<file path="src/rtl/return_stack_if.sv">
// Signal bundle between the ID/EX pipeline and the return-address stack.
// The master drives ID-stage requests and pipeline control; the slave returns the EX-stage branch source and status.
interface return_stack_if #(
  parameter int ADDR_W = 16,
  parameter int CNT_W  = 4
);
  logic              Call_ID;
  logic              Ret_ID;
  logic [ADDR_W-1:0] Return_Addr_ID;
  logic              Stall;
  logic              Flush;
  logic              Err_Clear;
  logic [ADDR_W-1:0] Stack_Out_EX;
  logic              Stack_Out_Enable_EX;
  logic [CNT_W-1:0]  Stack_Count;
  logic              Stack_Full;
  logic              Stack_Empty;
  logic              Overflow_Err;
  logic              Underflow_Err;

  modport master (
    output Call_ID, Ret_ID, Return_Addr_ID, Stall, Flush, Err_Clear,
    input  Stack_Out_EX, Stack_Out_Enable_EX, Stack_Count, Stack_Full, Stack_Empty,
           Overflow_Err, Underflow_Err
  );

  modport slave (
    input  Call_ID, Ret_ID, Return_Addr_ID, Stall, Flush, Err_Clear,
    output Stack_Out_EX, Stack_Out_Enable_EX, Stack_Count, Stack_Full, Stack_Empty,
           Overflow_Err, Underflow_Err
  );
endinterface

</file>
<file path="src/rtl/return_stack_ctrl.sv">
// Return-address stack: CALL pushes PC+1 in ID, RET pops the top into EX as the branch target.
// Count saturates at 0..DEPTH; misuse sets sticky overflow/underflow flags instead of wrapping.
module return_stack_ctrl #(
  parameter int ADDR_W = 16,
  parameter int DEPTH  = 8,
  parameter int CNT_W  = $clog2(DEPTH) + 1
) (
  input  logic            clk,
  input  logic            rst,
  return_stack_if.slave   bus
);
  localparam int PTR_W = $clog2(DEPTH);

  logic [ADDR_W-1:0] mem_q [DEPTH];
  logic [CNT_W-1:0]  cnt_q, cnt_d;
  logic [ADDR_W-1:0] out_q, out_d;
  logic              en_q, en_d;
  logic              ovf_q, ovf_d;
  logic              udf_q, udf_d;

  logic              full, empty;
  logic [CNT_W-1:0]  cnt_m1;
  logic [PTR_W-1:0]  top_idx, push_idx, wr_idx;
  logic              wr_en;

  assign full     = (cnt_q == CNT_W'(DEPTH));
  assign empty    = (cnt_q == '0);
  assign cnt_m1   = cnt_q - {{(CNT_W-1){1'b0}}, 1'b1};
  assign top_idx  = cnt_m1[PTR_W-1:0];
  assign push_idx = cnt_q[PTR_W-1:0];

  always_comb begin
    cnt_d  = cnt_q;
    out_d  = out_q;
    en_d   = en_q;
    ovf_d  = ovf_q;
    udf_d  = udf_q;
    wr_en  = 1'b0;
    wr_idx = push_idx;
    if (bus.Flush) begin
      en_d = 1'b0;
      if (bus.Err_Clear) begin
        ovf_d = 1'b0;
        udf_d = 1'b0;
      end
    end else if (!bus.Stall) begin
      en_d = 1'b0;
      if (bus.Err_Clear) begin
        ovf_d = 1'b0;
        udf_d = 1'b0;
      end
      if (bus.Call_ID && !bus.Ret_ID) begin
        if (!full) begin
          wr_en = 1'b1;
          cnt_d = cnt_q + {{(CNT_W-1){1'b0}}, 1'b1};
        end else begin
          ovf_d = 1'b1;
        end
      end else if (bus.Ret_ID && !bus.Call_ID) begin
        if (!empty) begin
          out_d = mem_q[top_idx];
          en_d  = 1'b1;
          cnt_d = cnt_m1;
        end else begin
          out_d = '0;
          udf_d = 1'b1;
        end
      end else if (bus.Call_ID && bus.Ret_ID) begin
        // Simultaneous CALL+RET replaces the top in place, so depth is unchanged even when full.
        if (!empty) begin
          out_d  = mem_q[top_idx];
          en_d   = 1'b1;
          wr_en  = 1'b1;
          wr_idx = top_idx;
        end else begin
          udf_d  = 1'b1;
          wr_en  = 1'b1;
          wr_idx = '0;
          cnt_d  = {{(CNT_W-1){1'b0}}, 1'b1};
        end
      end
    end
  end

  always_ff @(posedge clk) begin
    if (rst) begin
      cnt_q <= '0;
      out_q <= '0;
      en_q  <= 1'b0;
      ovf_q <= 1'b0;
      udf_q <= 1'b0;
    end else begin
      cnt_q <= cnt_d;
      out_q <= out_d;
      en_q  <= en_d;
      ovf_q <= ovf_d;
      udf_q <= udf_d;
    end
  end

  // Entry storage carries no reset; only count decides which entries are live.
  always_ff @(posedge clk) begin
    if (!rst && wr_en) begin
      mem_q[wr_idx] <= bus.Return_Addr_ID;
    end
  end

  assign bus.Stack_Out_EX        = out_q;
  assign bus.Stack_Out_Enable_EX = en_q;
  assign bus.Stack_Count         = cnt_q;
  assign bus.Stack_Full          = full;
  assign bus.Stack_Empty         = empty;
  assign bus.Overflow_Err        = ovf_q;
  assign bus.Underflow_Err       = udf_q;
endmodule
</file>
<file path="src/flat_wrapper.sv">
// flat-port wrapper written by rule: the top's interface ports become plain ports
module return_stack_ctrl_flat 
#(
  parameter int ADDR_W = 16,
  parameter int DEPTH  = 8,
  parameter int CNT_W  = $clog2(DEPTH) + 1
)
  (clk, rst, bus_Call_ID, bus_Ret_ID, bus_Return_Addr_ID, bus_Stall, bus_Flush, bus_Err_Clear, bus_Stack_Out_EX, bus_Stack_Out_Enable_EX, bus_Stack_Count, bus_Stack_Full, bus_Stack_Empty, bus_Overflow_Err, bus_Underflow_Err);
  return_stack_if #(.ADDR_W(ADDR_W), .CNT_W(CNT_W)) bus_i ();
  input  logic clk;
  input  logic rst;
  input wire logic [$bits(bus_i.Call_ID)-1:0] bus_Call_ID;
  input wire logic [$bits(bus_i.Ret_ID)-1:0] bus_Ret_ID;
  input wire logic [$bits(bus_i.Return_Addr_ID)-1:0] bus_Return_Addr_ID;
  input wire logic [$bits(bus_i.Stall)-1:0] bus_Stall;
  input wire logic [$bits(bus_i.Flush)-1:0] bus_Flush;
  input wire logic [$bits(bus_i.Err_Clear)-1:0] bus_Err_Clear;
  output wire logic [$bits(bus_i.Stack_Out_EX)-1:0] bus_Stack_Out_EX;
  output wire logic [$bits(bus_i.Stack_Out_Enable_EX)-1:0] bus_Stack_Out_Enable_EX;
  output wire logic [$bits(bus_i.Stack_Count)-1:0] bus_Stack_Count;
  output wire logic [$bits(bus_i.Stack_Full)-1:0] bus_Stack_Full;
  output wire logic [$bits(bus_i.Stack_Empty)-1:0] bus_Stack_Empty;
  output wire logic [$bits(bus_i.Overflow_Err)-1:0] bus_Overflow_Err;
  output wire logic [$bits(bus_i.Underflow_Err)-1:0] bus_Underflow_Err;
  assign bus_i.Call_ID = bus_Call_ID;
  assign bus_i.Ret_ID = bus_Ret_ID;
  assign bus_i.Return_Addr_ID = bus_Return_Addr_ID;
  assign bus_i.Stall = bus_Stall;
  assign bus_i.Flush = bus_Flush;
  assign bus_i.Err_Clear = bus_Err_Clear;
  assign bus_Stack_Out_EX = bus_i.Stack_Out_EX;
  assign bus_Stack_Out_Enable_EX = bus_i.Stack_Out_Enable_EX;
  assign bus_Stack_Count = bus_i.Stack_Count;
  assign bus_Stack_Full = bus_i.Stack_Full;
  assign bus_Stack_Empty = bus_i.Stack_Empty;
  assign bus_Overflow_Err = bus_i.Overflow_Err;
  assign bus_Underflow_Err = bus_i.Underflow_Err;
  return_stack_ctrl #(.ADDR_W(ADDR_W), .DEPTH(DEPTH), .CNT_W(CNT_W)) u_core (.clk(clk), .rst(rst), .bus(bus_i));
endmodule
</file>
<file path="config.mk">
export PLATFORM = sky130hd
export DESIGN_NAME = return_stack_ctrl_flat
export DESIGN_NICKNAME = d
export VERILOG_FILES = /design/src/rtl/return_stack_if.sv /design/src/rtl/return_stack_ctrl.sv /design/src/flat_wrapper.sv
export SDC_FILE = /design/constraint.sdc
export NUM_CORES = 1
export LEC_CHECK = 0
export BUFFER_PORTS_ARGS = -buffer_cell sky130_fd_sc_hd__buf_2
export CORE_MARGIN = 3
export CORE_UTILIZATION = 35
export CTS_BUF_LIST = sky130_fd_sc_hd__clkbuf_16
export DETAILED_ROUTE_END_ITERATION = 6
export SLEW_MARGIN = 10
export SYNTH_ARGS = -nofsm -noshare
export SYNTH_HDL_FRONTEND = slang
export SYNTH_SLANG_ARGS = --single-unit
</file>
<file path="constraint.sdc">
create_clock -name clk -period 5.1 [get_ports clk]
set_input_delay 1.02 -clock clk [delete_from_list [all_inputs] [get_ports clk]]
set_output_delay 1.02 -clock clk [all_outputs]
set_load 0.005 [all_outputs]
</file>
==> results.cfg, run 1 <==
[outcome]
status = finished, final reports clean

[setup_path]
critical_path_peak_fanout = 14
setup.worst_path.start_class = input port
critical_path.reg2reg.startpoint = u_core.bus.Stack_Count[1]
cp.required_ns = 5.21
worst_reg2reg_path_depth = 7
reg2reg_to = u_core.mem_q[6][0]
critical_path_arrival_ns = 3.51
r2r_setup_slack_ns = 2.11
setup.worst_path.class = in2reg
worst_setup_path_end_kind = flip-flop

[synthesis]
postSynthNetCount = 342
synth_area_per_cell_um2 = 19.33
synth_edf_count = 128
post_synth_instance_area_um2 = 6012
synth_area_leader_cell = edfxtp_1
synth_cells = 311
yosys_register_bits = 151
ys_types = 42
largest_cells_by_area_after_synthesis = edfxtp_1, mux4_2, dfxtp_1
synth-seq-area-share_pct = 71.59
yosys_warnings = 0
synth-async-reset-ratio_pct = 0
yosys_most_used_dff = edfxtp_1
post-synth-top-area-fraction_pct = 63.93

[placement]
port-buffer-count = 47
placement.setup.worst_slack_ns = 1.255
placer_congestion_estimate = 0.7684
placed_cell_area_um2 = 6560
placed_cells_incl_taps = 573
hpwlAfterDp_um = 7149

[flow_run]
maxCapViolations = 0

[power]
cell_leakage_power_nw = 2.447
worst_vdd_drop_mv = 0.2372
design_power_total_mw = 2.644
powerDensity_nw_per_um2 = 373.5

[clocking]
numClockSinks = 151
clk-insertion-delay-late_ns = 0.41
cts_hold_buffers = 0
postCtsSetupRepairBufs = 0
cts_resized = 0
maximum_clock_insertion_buffer_count = 2
cts_tree = done
clkSlewWorstSetupHoldPaths_ns = 0.05
cts_root_buf = clkbuf_16
cts_made_buffers = 17
ctsHtreeMaxLevel = 4

[floorplan]
num_io_pins = 48
initial_utilization_pct = 36.00
core_um2 = 16700
core.rowCount = 47
die_width_um = 137.1
die_y_um = 137.1
floorplan.die_area_um2 = 18790

[sta]
final_clock_period_utilization_by_the_worst_path_pct = 66.52
worst_clock_skew_ns = 0.004593
timing.fmax_ghz = 0.2948
totalNegativeSetupSlack_ns = 0
slew_violations = 0
worst_slew_margin_relative_to_its_limit_pct = 29.20
report.final.hold_viol_count = 0
whs_ns = 0.4577
finalWorstPathRequiredPeriod_ns = 3.392
max_slew.worst_pin.slew_ns = 1.062
grt_setup_unrepaired = no
final_critical_path_setup_slack_ns = 1.708
setup_viol = 0

[cells_and_area]
most_common_cell_after_layout_fill_and_taps_aside = edfxtp_1
post_route_cells_drive_above_1_share_pct = 34.73
final_cell_area_um2 = 7078
area_delta_synth_final_pct = 17.73
n_antenna_cell = 0
nFillCells = 1496
utilization_pct = 42.38
final_cell_mix = edfxtp_1, buf_2, mux4_2
post_layout_nonfiller_instances = 603
nets = 403

[detailed_routing]
wl_um = 11620
detail_route.iter0.violations = 223
remaining_drc_errors = 0
detail_route.first_pass.iterations = 4
routed_via_density = 5.088
route.detailed.wl_per_inst_um = 19.27
detailroute.via_count = 3068
detail-route-antenna-nets = 0

[grt]
via_count_of_the_first_global_routing_pass = 3142
global_route_wire_length_before_repair_um = 18430
grt_use_total_pct = 13.40
largest_net_degree_at_the_start_of_global_routing = 41
grt_antenna_before_repair = 0
grt.overflow.total = 0

[min_path]
worst_hold_path.endpoint = u_core.bus.Stack_Out_EX[13]
hold_path.startpoint = u_core.bus.Stack_Out_EX[13]
min_delay_path_depth = 1
hold_path_class = reg2reg
## cells by family (layout without fill, tap and decap cells)
family / count (synthesis) / count (layout) / synth area share, %
buffers and inverters: 22 / 94 / 1.790
muxes: 53 / 53 / 15.53
AOI/OAI and AO/OA: 38 / 38 / 5.036
xor gates and xnor gates: 1 / 1 / 0.2706
and+or+nand+nor: 38 / 38 / 4.121
adders and majority gates: 8 / 8 / 1.665
DFF: 151 / 151 / 71.59
## worst max-delay path, cell delays in order
cell	delay (ns)
buf_2	0.11
inv_1	0.06
ha_1	0.36
nor4_4	0.33
nor4bb_2	0.37
o21bai_1	0.23
nor3_2	0.73
buf_4	0.30
## how the worst max path moves through the flow
stage                           start                   to  slack (ns)  cells past startpoint
after floorplan           bus_Call_ID   u_core.mem_q[1][0]        1.32                      7
after global placement     bus_Ret_ID  u_core.mem_q[3][12]        1.30                      8
after detailed placement   bus_Ret_ID  u_core.mem_q[3][11]        1.26                      8
after CTS                  bus_Ret_ID  u_core.mem_q[3][11]        1.67                      8
after global routing       bus_Ret_ID  u_core.mem_q[3][11]        1.46                      8
final                      bus_Ret_ID  u_core.mem_q[3][14]        1.71                      8
## per-layer routing
metal / vias to the layer above / global-route usage [%] / part of all wire, %
li1: 1404 / - / -
met1: 1579 / 19.14 / 47
met2: 69 / 19.67 / 47
met3: 16 / 3.309 / 4.4
met4: 0 / 5.543 / 1.7
met5: - / 0 / 0
## report_power, final
| part | switching [mW] | internal, mW | total [mW] |
|---|---|---|---|
| Sequential | 0.00469 | 1.35 | 1.35 |
| Clock | 0.448 | 0.651 | 1.10 |
| Combinational | 0.109 | 0.0860 | 0.195 |
## synth_stat cells, drive strengths merged, types with 2 or more instances
master	instances
a211oi	2
a21oi	5
and3b	2
buf	10
clkbuf	5
dfxtp	23
edfxtp	128
ha	8
inv	7
mux2	2
mux2i	19
mux4	32
nand2	4
nand3	2
nor2	7
nor3	12
nor3b	2
o2111ai	2
o21ai	4
o21bai	2
o2bb2ai	16
## flip-flops by register name, indices dropped and copies added, names as in the netlist
name	cells
u_core.bus.Overflow_Err	1
u_core.bus.Stack_Count	4
u_core.mem_q	128
u_core.bus.Stack_Out_Enable_EX	1
u_core.bus.Stack_Out_EX	16
u_core.bus.Underflow_Err	1
## final cells by class
cell class | instances | area (um^2) | share of cell area, %
Clock buffer | 17 | 425.4 | 6.010
Inverter | 7 | 26.28 | 0.3712
Clock inverter | 13 | 92.59 | 1.308
Tap cell | 220 | 275.3 | 3.889
Multi-Input combinational cell | 138 | 1643 | 23.21
Timing Repair Buffer | 57 | 310.3 | 4.384
Sequential cell | 151 | 4305 | 60.83
Power figures use the tool's default switching activity.
==> run 2: changes to the inputs <==
clock period = 2.8 ns   (was 5.1 ns; I/O delays follow)
==> run 2 against run 1 <==
  * Clock power rose by 97%
  * Sequential share of layout area fell by 1.8 points
  * Critical path depth did not move
  * Setup slack got worse by 1.3 ns
  * Non-clock buffer count rose by 15
  * Highest routed layer unchanged
==> results.cfg, run 2 (synthesis gave the netlist of run 1 again) <==
[setup_path]
worst_setup_path_end_kind = flip-flop
cp-startpoint = bus_Call_ID
cp.required_ns = 2.91
worst_reg2reg_path_depth = 7
critical_path_peak_fanout = 9
critical_path.reg2reg.startpoint = u_core.bus.Stack_Count[0]
reg2reg_to = u_core.mem_q[4][13]
r2r_setup_slack_ns = 0.48
setup.worst_path.class = in2reg
critical_path_arrival_ns = 2.52
setup.worst_path.start_class = input port

[flow_run]
maxCapViolations = 0

[floorplan]
core_um2 = 16700
core.rowCount = 47
die_width_um = 137.1
floorplan.die_area_um2 = 18790
initial_utilization_pct = 36.00
die_y_um = 137.1
num_io_pins = 48

[clocking]
ctsHtreeMaxLevel = 4
cts_resized = 0
clkSlewWorstSetupHoldPaths_ns = 0.06
clk-insertion-delay-late_ns = 0.41
cts_made_buffers = 17
numClockSinks = 151
postCtsSetupRepairBufs = 0
maximum_clock_insertion_buffer_count = 2
cts_hold_buffers = 0
cts_tree = done
cts_root_buf = clkbuf_16

[grt]
via_count_of_the_first_global_routing_pass = 3266
grt_most_used_layer = met2
globalRouteMet2Util_pct = 21.25
global_route_wire_length_before_repair_um = 19350
grt_antenna_before_repair = 0
largest_net_degree_at_the_start_of_global_routing = 29
grt.met1_usage_pct = 20.48
grt_use_total_pct = 14.24
grt.met3_usage_pct = 3.897
grt.overflow.total = 0

[sta]
finalWorstPathRequiredPeriod_ns = 2.410
totalNegativeSetupSlack_ns = 0
slew_violations = 0
setup_viol = 0
report.final.hold_viol_count = 0
max_slew.worst_pin.slew_ns = 1.007
worst_slew_margin_relative_to_its_limit_pct = 32.87
final_clock_period_utilization_by_the_worst_path_pct = 86.08
timing.fmax_ghz = 0.4149
final_critical_path_setup_slack_ns = 0.3897
grt_setup_unrepaired = no
worst_clock_skew_ns = 0.007770

[placement]
hpwlAfterDp_um = 8328
placed_cell_area_um2 = 6720
placement.setup.worst_slack_ns = -0.01266
port-buffer-count = 47
placer_congestion_estimate = 0.7752

[min_path]
min_delay_path_depth = 2
hold_path_class = in2reg
worst_hold_path.endpoint = u_core.bus.Stack_Out_Enable_EX
hold_path.startpoint = bus_Flush

[detailed_routing]
wl_um = 12510
remaining_drc_errors = 0
detail-route-antenna-nets = 0
detailroute.via_count = 3099
detail_route.iter0.violations = 282
route.detailed.wl_per_inst_um = 20.18
routed_via_density = 4.998
detail_route.first_pass.iterations = 6

[cells_and_area]
largest_register = u_core.mem_q
n_antenna_cell = 0
final_cell_area_um2 = 7288
nFillCells = 1464
most_common_cell_after_layout_fill_and_taps_aside = edfxtp_1
final_cell_mix = edfxtp_1, buf_2, mux4_2
nets = 418
flip_flop_count_of_the_largest_register_all_copies_and_words_added = 128
post_route_cells_drive_above_1_share_pct = 37.25
area_delta_synth_final_pct = 21.23
utilization_pct = 43.64

[outcome]
status = finished, final reports clean

[power]
powerDensity_nw_per_um2 = 687.5
cell_leakage_power_nw = 2.571
worst_vdd_drop_mv = 0.4901
-- run 2: changes by cell type in the layout (fill, tap and decap cells not counted), sizes merged --
cell / previous run / this run
inv: 8 / 10
clkbuf: 17 / 18
clkinvlp: 4 / 2
bufinv: 1 / 2
buf: 57 / 72
-- run 2: layout make-up --
cell class	count	area, um^2	area share, %
Tap cell	220	275.3	3.777
Sequential cell	151	4305	59.07
Inverter	7	26.28	0.3605
Multi-Input combinational cell	138	1653	22.68
Clock buffer	18	450.4	6.180
Timing Repair Buffer	72	460.4	6.318
Clock inverter	14	117.6	1.614
-- run 2: routing by layer --
| layer | vias to the layer above | part of all wire, % |
|---|---|---|
| li1 | 1426 | - |
| met1 | 1593 | 48 |
| met2 | 70 | 46 |
| met3 | 10 | 4.3 |
| met4 | 0 | 1.2 |
| met5 | - | 0 |
-- run 2: worst max-delay path by stage --
stage and endpoint:
2_1_floorplan u_core.mem_q[5][0], 5_1_grt u_core.mem_q[5][7], 3_5_place_dp u_core.mem_q[5][13], 4_1_cts u_core.mem_q[5][3], 3_3_place_gp u_core.mem_q[5][13], 6_report u_core.mem_q[5][3]
-- run 2: per-stage QoR --
stage,instances,hold slack [ns],total power [mW]
6_report,620,0.4224,5.011
5_1_grt,620,0.4147,5.203
4_1_cts,620,0.4005,5.067
3_5_place_dp,588,0.4448,2.896
3_3_place_gp,588,0.4471,2.890
2_1_floorplan,311,0.4558,2.756
-- run 2: critical path: stages --
cell      delay, ns
buf_2          0.10
inv_1          0.07
ha_1           0.23
nor4_4         0.36
nor4bb_2       0.37
o21bai_1       0.27
nor3_2         0.32
buf_4          0.23
-- run 2: power breakdown --
| group | switching, mW | internal (mW) |
|---|---|---|
| logic | 0.220 | 0.166 |
| clock network | 0.831 | 1.34 |
| registers | 0.00686 | 2.45 |
==> run 3: changes to the inputs <==
SETUP_SLACK_MARGIN = 0.4   (was not set)
==> run 3 against run 2 <==
  * Die area stayed put
  * Sequential share of layout area down 0.51 points
  * Worst hold slack better by 0.014 ns
  * Utilization is 0.39 points higher
  * Global-route usage rose by 0.15 points
  * Wire length down 2.3%
  * Register-to-register slack gained 0.09 ns
  * Combinational power is 2% higher
  * Via count shrank 0.61%
  * Clock skew shrank 0.0012 ns
  * Cell count down 1.5%
==> results.cfg, run 3 (synthesis gave the netlist of run 1 again) <==
[power]
power.switching_mw = 1.056
pwr-share-comb_pct = 8.1
worst_vdd_drop_mv = 0.4202
power_frac_seq_pct = 50.5
design_power_total_mw = 4.872
cell_leakage_power_nw = 2.547
switching_share_pct = 21.67
powerDensity_nw_per_um2 = 662.6
power.internal_mw = 3.816
share_clk_of_total_power_pct = 41.4

[sta]
grt_setup_unrepaired = no
worst_slew_margin_relative_to_its_limit_pct = 56.92
timing.fmax_ghz = 0.4391
whs_ns = 0.4364
max_slew.worst_pin.slew_ns = 0.6448
finalWorstPathRequiredPeriod_ns = 2.277
final_clock_period_utilization_by_the_worst_path_pct = 81.33
report.final.hold_viol_count = 0
slew_violations = 0
totalNegativeSetupSlack_ns = 0
setup_viol = 0
worst_clock_skew_ns = 0.006520

[cells_and_area]
nets = 409
n_antenna_cell = 0
post_route_cells_drive_above_1_share_pct = 38.36
most_common_cell_after_layout_fill_and_taps_aside = edfxtp_1
final_cell_mix = edfxtp_1, buf_2, mux4_2
final_cell_area_um2 = 7353
area_delta_synth_final_pct = 22.31
flip_flop_count_of_the_largest_register_all_copies_and_words_added = 128
post_layout_nonfiller_instances = 611
largest_register = u_core.mem_q
nFillCells = 1503

[grt]
grt_use_total_pct = 14.39
grt_antenna_before_repair = 0
grt.overflow.total = 0
via_count_of_the_first_global_routing_pass = 3318
global_route_wire_length_before_repair_um = 19620
largest_net_degree_at_the_start_of_global_routing = 41

[clocking]
clkSlewWorstSetupHoldPaths_ns = 0.05
maximum_clock_insertion_buffer_count = 2
cts_root_buf = clkbuf_16
cts_tree = done
cts_hold_buffers = 0
clk-insertion-delay-late_ns = 0.41
ctsHtreeMaxLevel = 4
numClockSinks = 151
cts_made_buffers = 17

[placement]
placer_congestion_estimate = 0.7417
hpwlAfterDp_um = 7894
placed_cells_incl_taps = 579
placed_cell_area_um2 = 6817
port-buffer-count = 47

[setup_path]
critical_path_arrival_ns = 1.72
setup.worst_path.start_class = flip-flop
worst_setup_path_end_kind = output pin
critical_path_peak_fanout = 9
cp.required_ns = 2.24
setup.worst_path.class = reg2out

[flow_run]
maxCapViolations = 0

[floorplan]
core.rowCount = 47
floorplan.die_area_um2 = 18790
core_um2 = 16700
die_y_um = 137.1
initial_utilization_pct = 36.00
num_io_pins = 48
die_width_um = 137.1

[detailed_routing]
remaining_drc_errors = 0
detail_route.first_pass.iterations = 4
detail_route.iter0.violations = 200
wirelength_met1_um = 5390
detail-route-antenna-nets = 0
maxUsedRoutingLayer = met4
routed_via_density = 5.041
wl_um = 12220
route.detailed.wl_per_inst_um = 20.00
detailroute.via_count = 3080
met2_wirelength_um = 6041
detailroute.wirelength.met3_um = 578

[outcome]
status = finished, final reports clean

[min_path]
hold_path_class = in2reg
==> run 3: critical path, cell delays in order (launching register included) <==
cell and delay [ns]:
dfxtp_2 0.38, inv_1 0.12, ha_4 0.16, nor3b_4 0.32, buf_4 0.21, buf_2 0.11
==> run 3: cell type report <==
class | instances | area (um^2) | share of cell area (%)
Sequential cell | 151 | 4307 | 58.57
Multi-Input combinational cell | 138 | 1784 | 24.26
Tap cell | 220 | 275.3 | 3.743
Clock buffer | 17 | 425.4 | 5.785
Inverter | 7 | 41.29 | 0.5615
Timing Repair Buffer | 63 | 417.9 | 5.683
Clock inverter | 15 | 102.6 | 1.395
==> run 3: final timing paths <==
kind	slack (ns)	start	depth (start not counted)	end
hold reg to reg	0.45	u_core.bus.Stack_Out_EX[5]	1	u_core.bus.Stack_Out_EX[5]
setup reg to reg	0.57	u_core.bus.Stack_Count[1]	7	u_core.mem_q[0][13]
setup / recovery	0.52	u_core.bus.Stack_Count[1]	5	bus_Stack_Empty
hold / removal	0.44	bus_Flush	2	u_core.bus.Stack_Out_Enable_EX
==> run 3: power by group through the flow <==
stage	Combinational (mW)	Clock, mW	Sequential [mW]
after floorplan	0.270	0	2.51
after CTS	0.402	2.08	2.46
final	0.393	2.02	2.46
after global routing	0.432	2.19	2.46
after detailed placement	0.400	0	2.51
after global placement	0.394	0	2.51
==> run 3: routing by layer <==
layer,track usage [%],vias to the layer above
li1,-,1411
met1,18.71,1572
met2,22.86,80
met3,4.338,17
met4,5.377,0
met5,0,-
==> run 3: timing repair <==
| item | in CTS | in global routing |
|---|---|---|
| endpoints found under the setup margin | 0 | 93 |
| buffers inserted | 0 | 0 |
| resized for setup | 0 | 2 |
==> run 3: through the flow <==
step,util (%),setup WS [ns]
floorplan,-,0.2839
global placement,40.82,0.2271
detailed placement,40.82,0.1561
CTS,43.98,0.4152
global route,44.03,0.4344
finish,44.03,0.5228
